[src/rtl/data_mem_responder_pkg.sv]
// Shared address map and FSM encodings for the data-memory responder.
package mem_map;

  localparam logic [7:0] ADDR_LED  = 8'h80;
  localparam logic [7:0] ADDR_SW   = 8'h81;
  localparam int         RAM_DEPTH = 128;

  typedef enum logic [1:0] {
    IDLE = 2'd0,
    WAIT = 2'd1,
    RESP = 2'd2
  } state_e;

  typedef enum logic [1:0] {
    REG_RAM  = 2'd0,
    REG_LED  = 2'd1,
    REG_SW   = 2'd2,
    REG_NONE = 2'd3
  } region_e;

endpackage

[src/rtl/data_mem_responder_sync2.sv]
// Two-flop synchronizer for asynchronous board inputs, cleared to zero on reset.
module sync2 #(
  parameter int W = 1
) (
  input  logic         Clock,
  input  logic         Resetn,
  input  logic [W-1:0] d_i,
  output logic [W-1:0] q_o
);

  logic [W-1:0] meta_q;
  logic [W-1:0] sync_q;

  always_ff @(posedge Clock or negedge Resetn) begin
    if (!Resetn) begin
      meta_q <= '0;
      sync_q <= '0;
    end else begin
      meta_q <= d_i;
      sync_q <= meta_q;
    end
  end

  assign q_o = sync_q;

endmodule

[src/rtl/data_mem_responder.sv]
// Handshaked data-memory slave: word RAM plus LED register and switch port,
// with a programmable number of wait states before each acknowledge.
module data_mem_responder
  import mem_map::*;
#(
  parameter int ADDR_W      = 8,
  parameter int DATA_W      = 16,
  parameter int RAM_DEPTH   = 128,
  parameter int WAIT_STATES = 1,
  parameter int LED_W       = 10,
  parameter int SW_W        = 10
) (
  input  logic              Clock,
  input  logic              Resetn,
  input  logic              req,
  input  logic              wren,
  input  logic [ADDR_W-1:0] addr,
  input  logic [DATA_W-1:0] wdata,
  output logic [DATA_W-1:0] rdata,
  output logic              ack,
  output logic              busy,
  output logic              err,
  input  logic [SW_W-1:0]   SW,
  output logic [LED_W-1:0]  LEDR
);

  localparam int         RAM_AW  = (RAM_DEPTH > 1) ? $clog2(RAM_DEPTH) : 1;
  localparam logic [2:0] WS_INIT = (WAIT_STATES > 0) ? 3'(WAIT_STATES - 1) : 3'd0;

  state_e            state_q, state_d;
  logic [2:0]        cnt_q, cnt_d;
  logic              ack_q, ack_d;
  logic              err_q, err_d;
  logic              accept;
  logic              access;
  region_e           region;

  logic [ADDR_W-1:0] lat_addr_q;
  logic [DATA_W-1:0] lat_wdata_q;
  logic              lat_wren_q;

  logic [LED_W-1:0]  led_q;
  logic [SW_W-1:0]   sw_sync;
  logic [DATA_W-1:0] io_rd_q;
  logic              rd_from_ram_q;

  logic [DATA_W-1:0] ram [RAM_DEPTH];
  logic [DATA_W-1:0] ram_rd_q;
  logic [RAM_AW-1:0] ram_idx;

  sync2 #(.W(SW_W)) u_sw_sync (
    .Clock  (Clock),
    .Resetn (Resetn),
    .d_i    (SW),
    .q_o    (sw_sync)
  );

  // Decode always works on the latched address so mid-transaction input changes are harmless
  always_comb begin
    region = REG_NONE;
    if ({1'b0, lat_addr_q} < (ADDR_W+1)'(RAM_DEPTH)) begin
      region = REG_RAM;
    end else if (lat_addr_q == ADDR_W'(ADDR_LED)) begin
      region = REG_LED;
    end else if (lat_addr_q == ADDR_W'(ADDR_SW)) begin
      region = REG_SW;
    end
  end

  assign ram_idx = lat_addr_q[RAM_AW-1:0];

  // A request still high during the ack cycle is held off until the following idle cycle
  always_comb begin
    state_d = state_q;
    cnt_d   = cnt_q;
    ack_d   = 1'b0;
    err_d   = 1'b0;
    accept  = 1'b0;
    access  = 1'b0;
    case (state_q)
      IDLE: begin
        if (req && !ack_q) begin
          accept = 1'b1;
          if (WAIT_STATES > 0) begin
            state_d = WAIT;
            cnt_d   = WS_INIT;
          end else begin
            state_d = RESP;
          end
        end
      end
      WAIT: begin
        if (cnt_q == 3'd0) begin
          state_d = RESP;
        end else begin
          cnt_d = cnt_q - 3'd1;
        end
      end
      RESP: begin
        access  = 1'b1;
        ack_d   = 1'b1;
        err_d   = (region == REG_NONE);
        state_d = IDLE;
      end
      default: state_d = IDLE;
    endcase
  end

  always_ff @(posedge Clock or negedge Resetn) begin
    if (!Resetn) begin
      state_q       <= IDLE;
      cnt_q         <= 3'd0;
      ack_q         <= 1'b0;
      err_q         <= 1'b0;
      led_q         <= '0;
      io_rd_q       <= '0;
      rd_from_ram_q <= 1'b0;
    end else begin
      state_q <= state_d;
      cnt_q   <= cnt_d;
      ack_q   <= ack_d;
      err_q   <= err_d;
      if (access && lat_wren_q && (region == REG_LED)) begin
        led_q <= lat_wdata_q[LED_W-1:0];
      end
      if (access && !lat_wren_q) begin
        rd_from_ram_q <= (region == REG_RAM);
        case (region)
          REG_LED: io_rd_q <= DATA_W'(led_q);
          REG_SW:  io_rd_q <= DATA_W'(sw_sync);
          default: io_rd_q <= '0;
        endcase
      end
    end
  end

  always_ff @(posedge Clock) begin
    if (accept) begin
      lat_addr_q  <= addr;
      lat_wdata_q <= wdata;
      lat_wren_q  <= wren;
    end
  end

  // Unreset RAM with a registered read port so it can map onto block memory
  always_ff @(posedge Clock) begin
    if (access && (region == REG_RAM)) begin
      if (lat_wren_q) begin
        ram[ram_idx] <= lat_wdata_q;
      end else begin
        ram_rd_q <= ram[ram_idx];
      end
    end
  end

  assign rdata = rd_from_ram_q ? ram_rd_q : io_rd_q;
  assign ack   = ack_q;
  assign err   = err_q;
  assign busy  = (state_q != IDLE) || ack_q;
  assign LEDR  = led_q;

endmodule

[config.mk]
export PLATFORM = sky130hd
export DESIGN_NAME = data_mem_responder
export DESIGN_NICKNAME = d
export VERILOG_FILES = /design/src/rtl/data_mem_responder_pkg.sv /design/src/rtl/data_mem_responder_sync2.sv /design/src/rtl/data_mem_responder.sv
export SDC_FILE = /design/constraint.sdc
export NUM_CORES = 2
export LEC_CHECK = 0
export ABC_AREA = 0
export CORE_MARGIN = 3
export CORE_UTILIZATION = 30
export CTS_BUF_LIST = sky130_fd_sc_hd__clkbuf_16
export DETAILED_ROUTE_END_ITERATION = 8
export PLACE_DENSITY = 0.55
export RECOVER_POWER = 100
export SETUP_SLACK_MARGIN = 0.2
export SYNTH_ARGS = -nofsm -noshare
export SYNTH_HDL_FRONTEND = slang
export SYNTH_HIERARCHICAL = 1
export SYNTH_SLANG_ARGS = --single-unit
[constraint.sdc]
create_clock -name Clock -period 2.69 [get_ports Clock]
set_input_delay 0.538 -clock Clock [delete_from_list [all_inputs] [get_ports Clock]]
set_output_delay 0.538 -clock Clock [all_outputs]
set_load 0.005 [all_outputs]
==> impl_metrics.yaml <==
setup_path:
  rr_worst_depth: 6
  critical_path_class: "flip-flop to flip-flop"
  required_ns: 3.18
  timing.rr.end: "ram_rd_q[14]$_DFFE_PP_"
  cp-start-kind: "flip-flop"
  crit_fanout: 17
  endpoint_kind: "flip-flop"
  r2r_start: "state_q[0]$_DFFE_PN0P_"
  startpoint: "state_q[0]$_DFFE_PN0P_"
  worstPathArrival_ns: 3.52
  regToRegSetupSlack_ns: -0.33
  endpoint: "ram_rd_q[14]$_DFFE_PP_"
timing:
  clock_skew_ns: 0.0640
  slew_violations: 1268
  period_needed_ns: 3.02
  rsz0062_at_grt: "yes"
  worst_slew_pin_slew_ns: 2.11
  setup_viol: 867
  tns_ns: -48.59
  finalHoldViolCount: 0
  slew_headroom: -0.408
  fmaxAchievable_mhz: 331
  setup_slack_ns: -0.334
  fin_crit_sh: 1.12
worst_hold_path:
  min_path_cells: 1
  hold_class: "input pin to flip-flop"
placed_design:
  place_congestion: 0.803
  io_buffers: 66
  dp_hpwl_mm: 135
clock_network:
  clockBufferDepth: 3
  cts_max_level: 4
  root_buffer: "clkbuf_16"
  clk_latency_ns: 0.86
  cts.clk_slew.worst_paths_ns: 0.06
  cts_tree: "yes"
  clock-sinks: 2137
  cts_buffers: 211
synthesis:
  syn_avg_cell_area_um2: 21.1
  synthFlopType: "edfxtp_1"
  yosysTopAreaCell: "edfxtp_1"
  synth_most_common_cell: "edfxtp_1"
  yosysSeqAreaShare: 0.776
  yosys.area.top_type_share: 0.761
  syn_area_um2: 82400
  synth.distinct_cells: 40
  synth_enable_flop_cells: 2089
  synth_seq_cells: 2137
  syn-num-nets: 3953
  async_flop_share: 0.0225
  yosys_warnings: 6
  synth_commonest_cells: "2089 x edfxtp_1, 448 x mux2i_1, 384 x mux4_2"
  netlist_instances: 3913
  synth_area_leaders: "edfxtp_1 76%, mux4_2 10%, mux2i_1 5.4%"
floorplanning:
  io-pin-count: 67
  rows: 191
  core_um2: 272000
  die-area_um2: 281000
  die_h_um: 530
  die_w_um: 530
  start_util: 0.303
layout:
  final_util: 0.379
  drive_above_1_share: 0.331
  multi_input_area_um2: 18500
  num-nets-final: 4669
  nFillCells: 24374
  syn_to_final_growth_pct: 25.2
  ff_latch_area_um2: 63900
power_and_ir_drop:
  p_int_mw: 62.5
  p_sw_frac: 0.273
  p_sw_mw: 23.5
  ir_worst_vdd_mv: 0.808
  p_leak_nw: 34.3
  p_clk_frac: 0.339
  powerDensity_nw_per_um2: 833
  sequentialPowerShare: 0.456
  comb_power_share: 0.205
detailed_routing:
  drc: 0
  drt-initial-drc-count: 4405
  vias: 42545
  drtPass1Iterations: 7
  wl_met1_mm: 98.7
  met2WireLength_mm: 113
  ant_nets: 0
  routed_wl_mm: 234
  drt-vias-per-instance: 5.07
  wl_met3_mm: 16.6
  wl_per_cell_um: 27.9
  routed.top_layer: "met5"
grt:
  grt_pass1_vias: 42258
  gr-usage-all-layers: 0.161
  overflow: 0
  grt_pass1_wl_mm: 324
  grt_max_degree: 130
  antenna_found_initial: 7
status:
  status: "finished with violations"
  violations: "max-capacitance violations, max-slew violations, negative setup slack"
job:
  drv_cap: 11
## power groups by stage
| stage | clock (mW) | sequential (mW) | combinational (mW) |
|---|---|---|---|
| after floorplan | 0 | 40.6 | 7.60 |
| after global placement | 0 | 39.8 | 16.0 |
| after detailed placement | 0 | 39.8 | 16.2 |
| after CTS | 29.7 | 39.1 | 17.5 |
| after global routing | 31.2 | 39.2 | 18.5 |
| final | 29.2 | 39.2 | 17.6 |
## layer usage
layer	vias to the layer above	GRT usage
met5	-	0
met4	2	0.0391
met3	291	0.0274
met2	1523	0.262
met1	23063	0.224
li1	17666	-
## flip-flops by register name, summed over array words and instances, names as in the netlist, 8 cells and up
name,flops
LEDR,10
lat_wdata_q,16
u_sw_sync/q_o,10
io_rd_q,10
ram_rd_q,16
lat_addr_q,8
u_sw_sync/meta_q,10
ram,2048
## critical path, stage by stage, from the launching register on
cell and delay [ns]:
dfrtp_1 0.40, nor2b_1 0.19, clkbuf_1 0.37, clkbuf_1 0.59, nand2b_1 0.51, nor2_1 0.20, buf_4 0.37
## layout by cell type, fill, tap and decap left out, drive strengths merged, types with 2 or more instances in the layout
master and n:
clkbuf 293, inv 59, clkinvlp 8, a22oi 64, o21ai 2, edfxtp 2089, o22ai 64, mux2 20
nand2b 6, buf 585, a221oi 10, clkinv 101, dlygate4sd3 48, nor4 80, and2 8, nor3b 3
a21oi 64, mux4 384, nor3 3, nand2 88, or2 2, and3 64, diode 8, nor2 219
mux2i 448, bufinv 22, nor2b 10, nand3 9, dfrtp 48, ha 2
## stage by stage
| stage | std cells | setup WS [ns] | hold slack, ns | power [mW] | area (um2) |
|---|---|---|---|---|---|
| finish | 8390 | -0.334 | 0.239 | 86.0 | 103000 |
| global route | 8383 | -0.345 | 0.192 | 88.9 | 103000 |
| CTS | 8310 | -0.274 | 0.0684 | 86.3 | 102000 |
| detailed placement | 7834 | -0.959 | 0.336 | 56.0 | 92900 |
| global placement | 7834 | -1.00 | 0.336 | 55.8 | 92900 |
| floorplan | 3913 | -0.0205 | 0.242 | 48.2 | 82600 |
## repair_timing
action                                 CTS  global route
buffers inserted                        56            40
gates cloned                            23            32
setup endpoints to repair              676          1724
pin swaps                               28            66
hold buffers                             1             0
resized for setup                      251           234
endpoints found under the hold margin   48             0
## final cells by class
| cell class | instances | area share |
|---|---|---|
| Antenna cell | 8 | 0.000194 |
| Sequential cell | 2137 | 0.619 |
| Tap cell | 3570 | 0.0433 |
| Timing Repair Buffer | 719 | 0.0907 |
| Inverter | 5 | 0.000182 |
| Clock buffer | 211 | 0.0511 |
| Clock inverter | 185 | 0.0156 |
| Multi-Input combinational cell | 1555 | 0.180 |
## worst min path at each step
stage | startpoint | endpoint | slack (ns)
after floorplan | Resetn | LEDR[0]$_DFFE_PN0P_ | 0.24
after global placement | u_sw_sync/meta_q[5]$_DFF_PN0_ | u_sw_sync/q_o[5]$_DFF_PN0_ | 0.34
after detailed placement | u_sw_sync/meta_q[9]$_DFF_PN0_ | u_sw_sync/q_o[9]$_DFF_PN0_ | 0.34
after CTS | SW[2] | u_sw_sync/meta_q[2]$_DFF_PN0_ | 0.07
after global routing | SW[2] | u_sw_sync/meta_q[2]$_DFF_PN0_ | 0.19
final | SW[2] | u_sw_sync/meta_q[2]$_DFF_PN0_ | 0.24
## cell families after synthesis
group           count (synthesis)  share of synthesized area
flops                        2137                      0.776
mux                           852                      0.162
simple gates                  494                     0.0283
buf+inv                       221                     0.0176
compound gates                206                     0.0159
fa+ha+maj                       2                   0.000304
xor+xnor                        1                   0.000106
(Power assumes the default switching activity.)
